$ cat src/rtl/dbg_pc_ctrl.sv
// dbg_pc_ctrl: debug-mode PC controller.
//   Decides when the hart enters debug mode (ebreak, halt request, single
//   step), records the resume PC (dpc) and the cause, and issues fetch
//   redirects through a valid/ready handshake.
//
// Ports
//   clk_i, rst_i                 clock, synchronous active-high reset
//   debug_req_i, step_i          halt request (level), dcsr.step
//   retire_i, ebreak_i           instruction retires / it is an ebreak
//   retire_pc_i, next_pc_i       PC of retiring insn / next PC to execute
//   exc_i, dret_i                exception raised / dret executed
//   redirect_valid_o/_addr_o     fetch redirect request
//   redirect_ready_i             fetch accepts the redirect
//   debug_mode_o, dpc_o, dcause_o  debug status
//
// state        | meaning
// -------------+----------------------------------------------------------
// RUN          | normal execution, watching for debug entry events
// HALT_REDIR   | redirecting fetch to the debug ROM halt entry
// DEBUG        | executing debug ROM code
// EXC_REDIR    | exception inside debug mode, redirect to exception entry
// RESUME_REDIR | dret seen, redirecting fetch back to dpc
module dbg_pc_ctrl #(
  parameter int unsigned DmHaltAddr      = 32'h0000_0800,
  parameter int unsigned DmExceptionAddr = 32'h0000_0808
) (
  input  logic        clk_i,
  input  logic        rst_i,
  input  logic        debug_req_i,
  input  logic        step_i,
  input  logic        retire_i,
  input  logic        ebreak_i,
  input  logic [31:0] retire_pc_i,
  input  logic [31:0] next_pc_i,
  input  logic        exc_i,
  input  logic        dret_i,
  output logic        redirect_valid_o,
  output logic [31:0] redirect_addr_o,
  input  logic        redirect_ready_i,
  output logic        debug_mode_o,
  output logic [31:0] dpc_o,
  output logic [2:0]  dcause_o
);

  localparam logic [2:0] StRun         = 3'd0;
  localparam logic [2:0] StHaltRedir   = 3'd1;
  localparam logic [2:0] StDebug       = 3'd2;
  localparam logic [2:0] StExcRedir    = 3'd3;
  localparam logic [2:0] StResumeRedir = 3'd4;

  localparam logic [2:0] CauseEbreak  = 3'd1;
  localparam logic [2:0] CauseHaltReq = 3'd3;
  localparam logic [2:0] CauseStep    = 3'd4;

  localparam logic [31:0] HaltAddr = DmHaltAddr[31:0];
  localparam logic [31:0] ExcAddr  = DmExceptionAddr[31:0];

  logic [2:0]  state;
  logic [2:0]  stateNext;
  logic [31:0] dpcNext;
  logic [2:0]  dcauseNext;
  logic        handshake;

  assign handshake = redirect_valid_o & redirect_ready_i;

  always_comb begin
    stateNext  = state;
    dpcNext    = dpc_o;
    dcauseNext = dcause_o;
    case (state)
      StRun: begin
        if (retire_i && ebreak_i) begin
          stateNext  = StHaltRedir;
          dpcNext    = retire_pc_i;
          dcauseNext = CauseEbreak;
        end else if (debug_req_i) begin
          stateNext  = StHaltRedir;
          dpcNext    = next_pc_i;
          dcauseNext = CauseHaltReq;
        end else if (retire_i && step_i) begin
          stateNext  = StHaltRedir;
          dpcNext    = next_pc_i;
          dcauseNext = CauseStep;
        end
      end
      StHaltRedir: if (handshake) stateNext = StDebug;
      // Re-entry from debug mode keeps dpc/dcause of the original entry.
      StDebug: begin
        if (exc_i)                      stateNext = StExcRedir;
        else if (retire_i && ebreak_i)  stateNext = StHaltRedir;
        else if (dret_i)                stateNext = StResumeRedir;
      end
      StExcRedir:    if (handshake) stateNext = StDebug;
      StResumeRedir: if (handshake) stateNext = StRun;
      default:       stateNext = StRun;
    endcase
  end

  always_ff @(posedge clk_i) begin
    if (rst_i) begin
      state    <= StRun;
      dpc_o    <= 32'h0;
      dcause_o <= 3'd0;
    end else begin
      state    <= stateNext;
      dpc_o    <= dpcNext;
      dcause_o <= dcauseNext;
    end
  end

  // Redirect outputs decode straight from the state register, so valid and
  // address are held stable for as long as the redirect state persists.
  always_comb begin
    redirect_valid_o = 1'b0;
    redirect_addr_o  = 32'h0;
    case (state)
      StHaltRedir: begin
        redirect_valid_o = 1'b1;
        redirect_addr_o  = HaltAddr;
      end
      StExcRedir: begin
        redirect_valid_o = 1'b1;
        redirect_addr_o  = ExcAddr;
      end
      StResumeRedir: begin
        redirect_valid_o = 1'b1;
        redirect_addr_o  = dpc_o;
      end
      default: ;
    endcase
  end

  assign debug_mode_o = (state != StRun);

endmodule

$ cat config.mk
export PLATFORM = sky130hd
export DESIGN_NAME = dbg_pc_ctrl
export DESIGN_NICKNAME = d
export VERILOG_FILES = /design/src/rtl/dbg_pc_ctrl.sv
export SDC_FILE = /design/constraint.sdc
export NUM_CORES = 1
export LEC_CHECK = 0
export ABC_AREA = 1
export CAP_MARGIN = 40
export CELL_PAD_IN_SITES_DETAIL_PLACEMENT = 1
export CELL_PAD_IN_SITES_GLOBAL_PLACEMENT = 1
export CORE_ASPECT_RATIO = 0.75
export CORE_UTILIZATION = 23
export CTS_CLUSTER_SIZE = 28
export DETAILED_ROUTE_END_ITERATION = 8
export MAX_ROUTING_LAYER = met4
export PLACE_DENSITY_LB_ADDON = 0.1
export SYNTH_ARGS = -nofsm -noshare
export SYNTH_HDL_FRONTEND = slang
export SYNTH_SLANG_ARGS = --single-unit
$ cat constraint.sdc
create_clock -name clk_i -period 1.6 [get_ports clk_i]
set_clock_uncertainty 0.2 [all_clocks]
set_input_delay 0.32 -clock clk_i [delete_from_list [all_inputs] [get_ports clk_i]]
set_output_delay 0.32 -clock clk_i [all_outputs]
set_load 0.02 [all_outputs]
==> run metrics <==
GRT Residual Overflow 0; Setup-failing EPs final 70; most common cell after layout, fill and taps aside nand2_1; RR Endpoint dpc_o[16]$_SDFFE_PP0P_; flop2flop setup slack -0.18 ns; DRT Wirelength 11.38 mm; largest net degree at the start of global routing 33; CTS tree yes; total I/O pin count 142; Worst Hold Depth 2; core footprint 9121 µm²; Leak 0.002336 µW; crit path DAT about 1.3 ns; Final period util 1.144; Worst setup EP type output pin; Avg Inst Size Synth approximately 6.5 µm²; most frequent cells in the layout 71 x nand2_1, 70 x clkdlybuf4s50_1, 67 x buf_4; Pint 5302 µW; cells after synthesis approximately 340; switching pwr 3955 µW; DRT Pass-1 Iters 4; DRC 0; Max Slew Vio Count 0; Placed Cells between 600 and 700; Yosys Warn Count 0; type of the most critical hold path flip-flop to flip-flop; pwr dens 1756 nW/µm²; Sequential Power Share 0.169; Tot Pwr 9257 µW; die footprint 9890 µm²; Comb power frac 0.719; final worst slack -0.2299 ns; clock power share 0.112; Area Growth Syn to Fin 141.4%; FF-to-FF Start state[2]$_SDFFE_PP0P_; worst reg2reg path depth 10; pre-CTS WS -0.5485 ns; Clock Tree Buf Depth 2; chip width between 100 and 150 µm; CTS Buf Count 5; row count 30; Routed wire per std cell 16.78 µm; Worst Hold Launch dpc_o[4]$_SDFFE_PP0P_; failing checks negative setup slack; synthesized area ~2200 µm²; vias per inst 4.602; vias in the first global route 3,260; die height ~86 µm; root buffer cell clkbuf_16; Nets between 600 and 700; relative slew slack 0.7947; crit path kind flip-flop to output pin; status complete, but fails checks; H-Tree Level Count 2; via count 3,120; Fillers 1,070; CP Max Fanout 16; Reg clk slew, reported paths ~0.070 ns; Hold-fix buffers, CTS 0; initial drt markers 88; Total GRT Usage 0.2376; Seq/Total Area, Yosys 0.3484; Max-cap violations 0; Clock Latency Late Sink 0.28 ns; flop and latch count out of synthesis 38; Cell Count, Final, Fillers Out a little under 700; Synth cell types 24; Initial Util 0.2394; Syn Nets just over 400; initial antenna violation count 0; Req. time, crit path around 1.1 ns; RSZ-0062 raised after global routing true; Slew @ Worst Pin 0.3079 ns; Placer Congestion between 0.7 and 0.8; Hold Fails Final Rpt 0; Antenna Nets Post-Route 0; first-pass GRT wire length ~17 mm; f_max between 500 and 600 MHz; Hold EP dpc_o[4]$_SDFFE_PP0P_; Sw Ratio 0.4272; Final HPWL DP 6.678 mm; # port buffers 141; Final Critical Period around 1.8 ns; Max IR drop VDD 0.8206 mV; startpoint types flip-flop; antenna cells 0; share of cells above drive strength 1 0.4455; CTS Sinks 38
[flip-flops by register name, summed over array words and instances (netlist names)]
signal,flops
dpc_o,32
dcause_o,3
state,3
[synth_stat cells, drive strengths merged]
cell     n  area [µm²]
dfxtp   38       760.7
nand3   37       190.2
nand2   82       317.8
clkbuf   5       20.01
a21oi   36       217.7
nor2    42       160.2
o21ai   35       197.7
buf     20       150.1
o22ai    1       6.260
inv     38       142.6
a31oi    1       6.260
nand4    1       6.260
nand3b   1       7.510
[cells by family (layout without fill, tap and decap cells)]
logic type | count (synthesis) | count (layout) | share of synthesized area
AND/OR/NAND/NOR | 163 | 163 | 0.3123
buffers and inverters | 63 | 276 | 0.1433
AO/OA/AOI/OAI | 73 | 73 | 0.1960
flip-flops | 38 | 38 | 0.3484
[how the worst max path moves through the flow]
stage,from,to,slack (ns),depth (start not counted)
2_1_floorplan,state[1]$_SDFFE_PP0P_,redirect_addr_o[10],0.02,4
5_1_grt,state[1]$_SDFFE_PP0P_,redirect_addr_o[25],-0.29,5
3_3_place_gp,retire_i,dpc_o[2]$_SDFFE_PP0P_,-0.49,8
3_5_place_dp,retire_i,dpc_o[28]$_SDFFE_PP0P_,-0.55,8
6_report,state[1]$_SDFFE_PP0P_,redirect_addr_o[8],-0.23,5
4_1_cts,state[1]$_SDFFE_PP0P_,redirect_addr_o[19],-0.19,5
[routing by layer]
layer / wire, µm / global-route usage / part of all wire
met5: 0 / - / 0
met4: 131 / 0.05785 / 0.012
met3: 658 / 0.04825 / 0.058
met2: 5667 / 0.4143 / 0.50
met1: 4920 / 0.2813 / 0.43
[final cells by class]
cell class | instances | area (µm²) | area share
flip-flops and latches | 38 | 764.5 | 0.1450
well taps | 128 | 160.2 | 0.03038
clock inverters | 1 | 5.005 | 0.0009494
multi-input cells | 236 | 1675 | 0.3178
inverters | 38 | 145.1 | 0.02753
repair buffers | 230 | 2379 | 0.4512
clock buffers | 7 | 142.6 | 0.02706
[metrics by stage]
| step | area, µm² | TNS (ns) | util | hold WS [ns] |
|---|---|---|---|---|
| 3_5_place_dp | 4115 | -32.24 | 0.4512 | 0.2596 |
| 3_3_place_gp | 4115 | -27.74 | 0.4512 | 0.2582 |
| 2_1_floorplan | 2183 | 0 | - | 0.1824 |
| 4_1_cts | 4969 | -8.138 | 0.5447 | 0.2661 |
| 6_report | 5271 | -10.17 | 0.5779 | 0.2685 |
| 5_1_grt | 5271 | -14.19 | 0.5779 | 0.2907 |
[worst max-delay path, cell delays in order, from the launching register on]
cell     delay (ns)
dfxtp_2        0.33
inv_2          0.08
nand3_4        0.16
buf_12         0.21
nor2_1         0.09
buf_4          0.14
[power by group through the flow]
stage / clock network [µW] / logic (µW) / registers (µW)
2_1_floorplan: 0 / 1560 / 1980
3_3_place_gp: 0 / 4070 / 1530
3_5_place_dp: 0 / 4120 / 1550
4_1_cts: 1040 / 6310 / 1550
5_1_grt: 1120 / 7060 / 1610
6_report: 1040 / 6650 / 1560
[what timing repair did]
action / CTS / global route
cloned: 10 / 1
setup endpoints to repair: 107 / 85
gates resized for setup: 354 / 95
pin swaps: 26 / 16
setup buffers: 13 / 10
(Power assumes the default switching activity.)
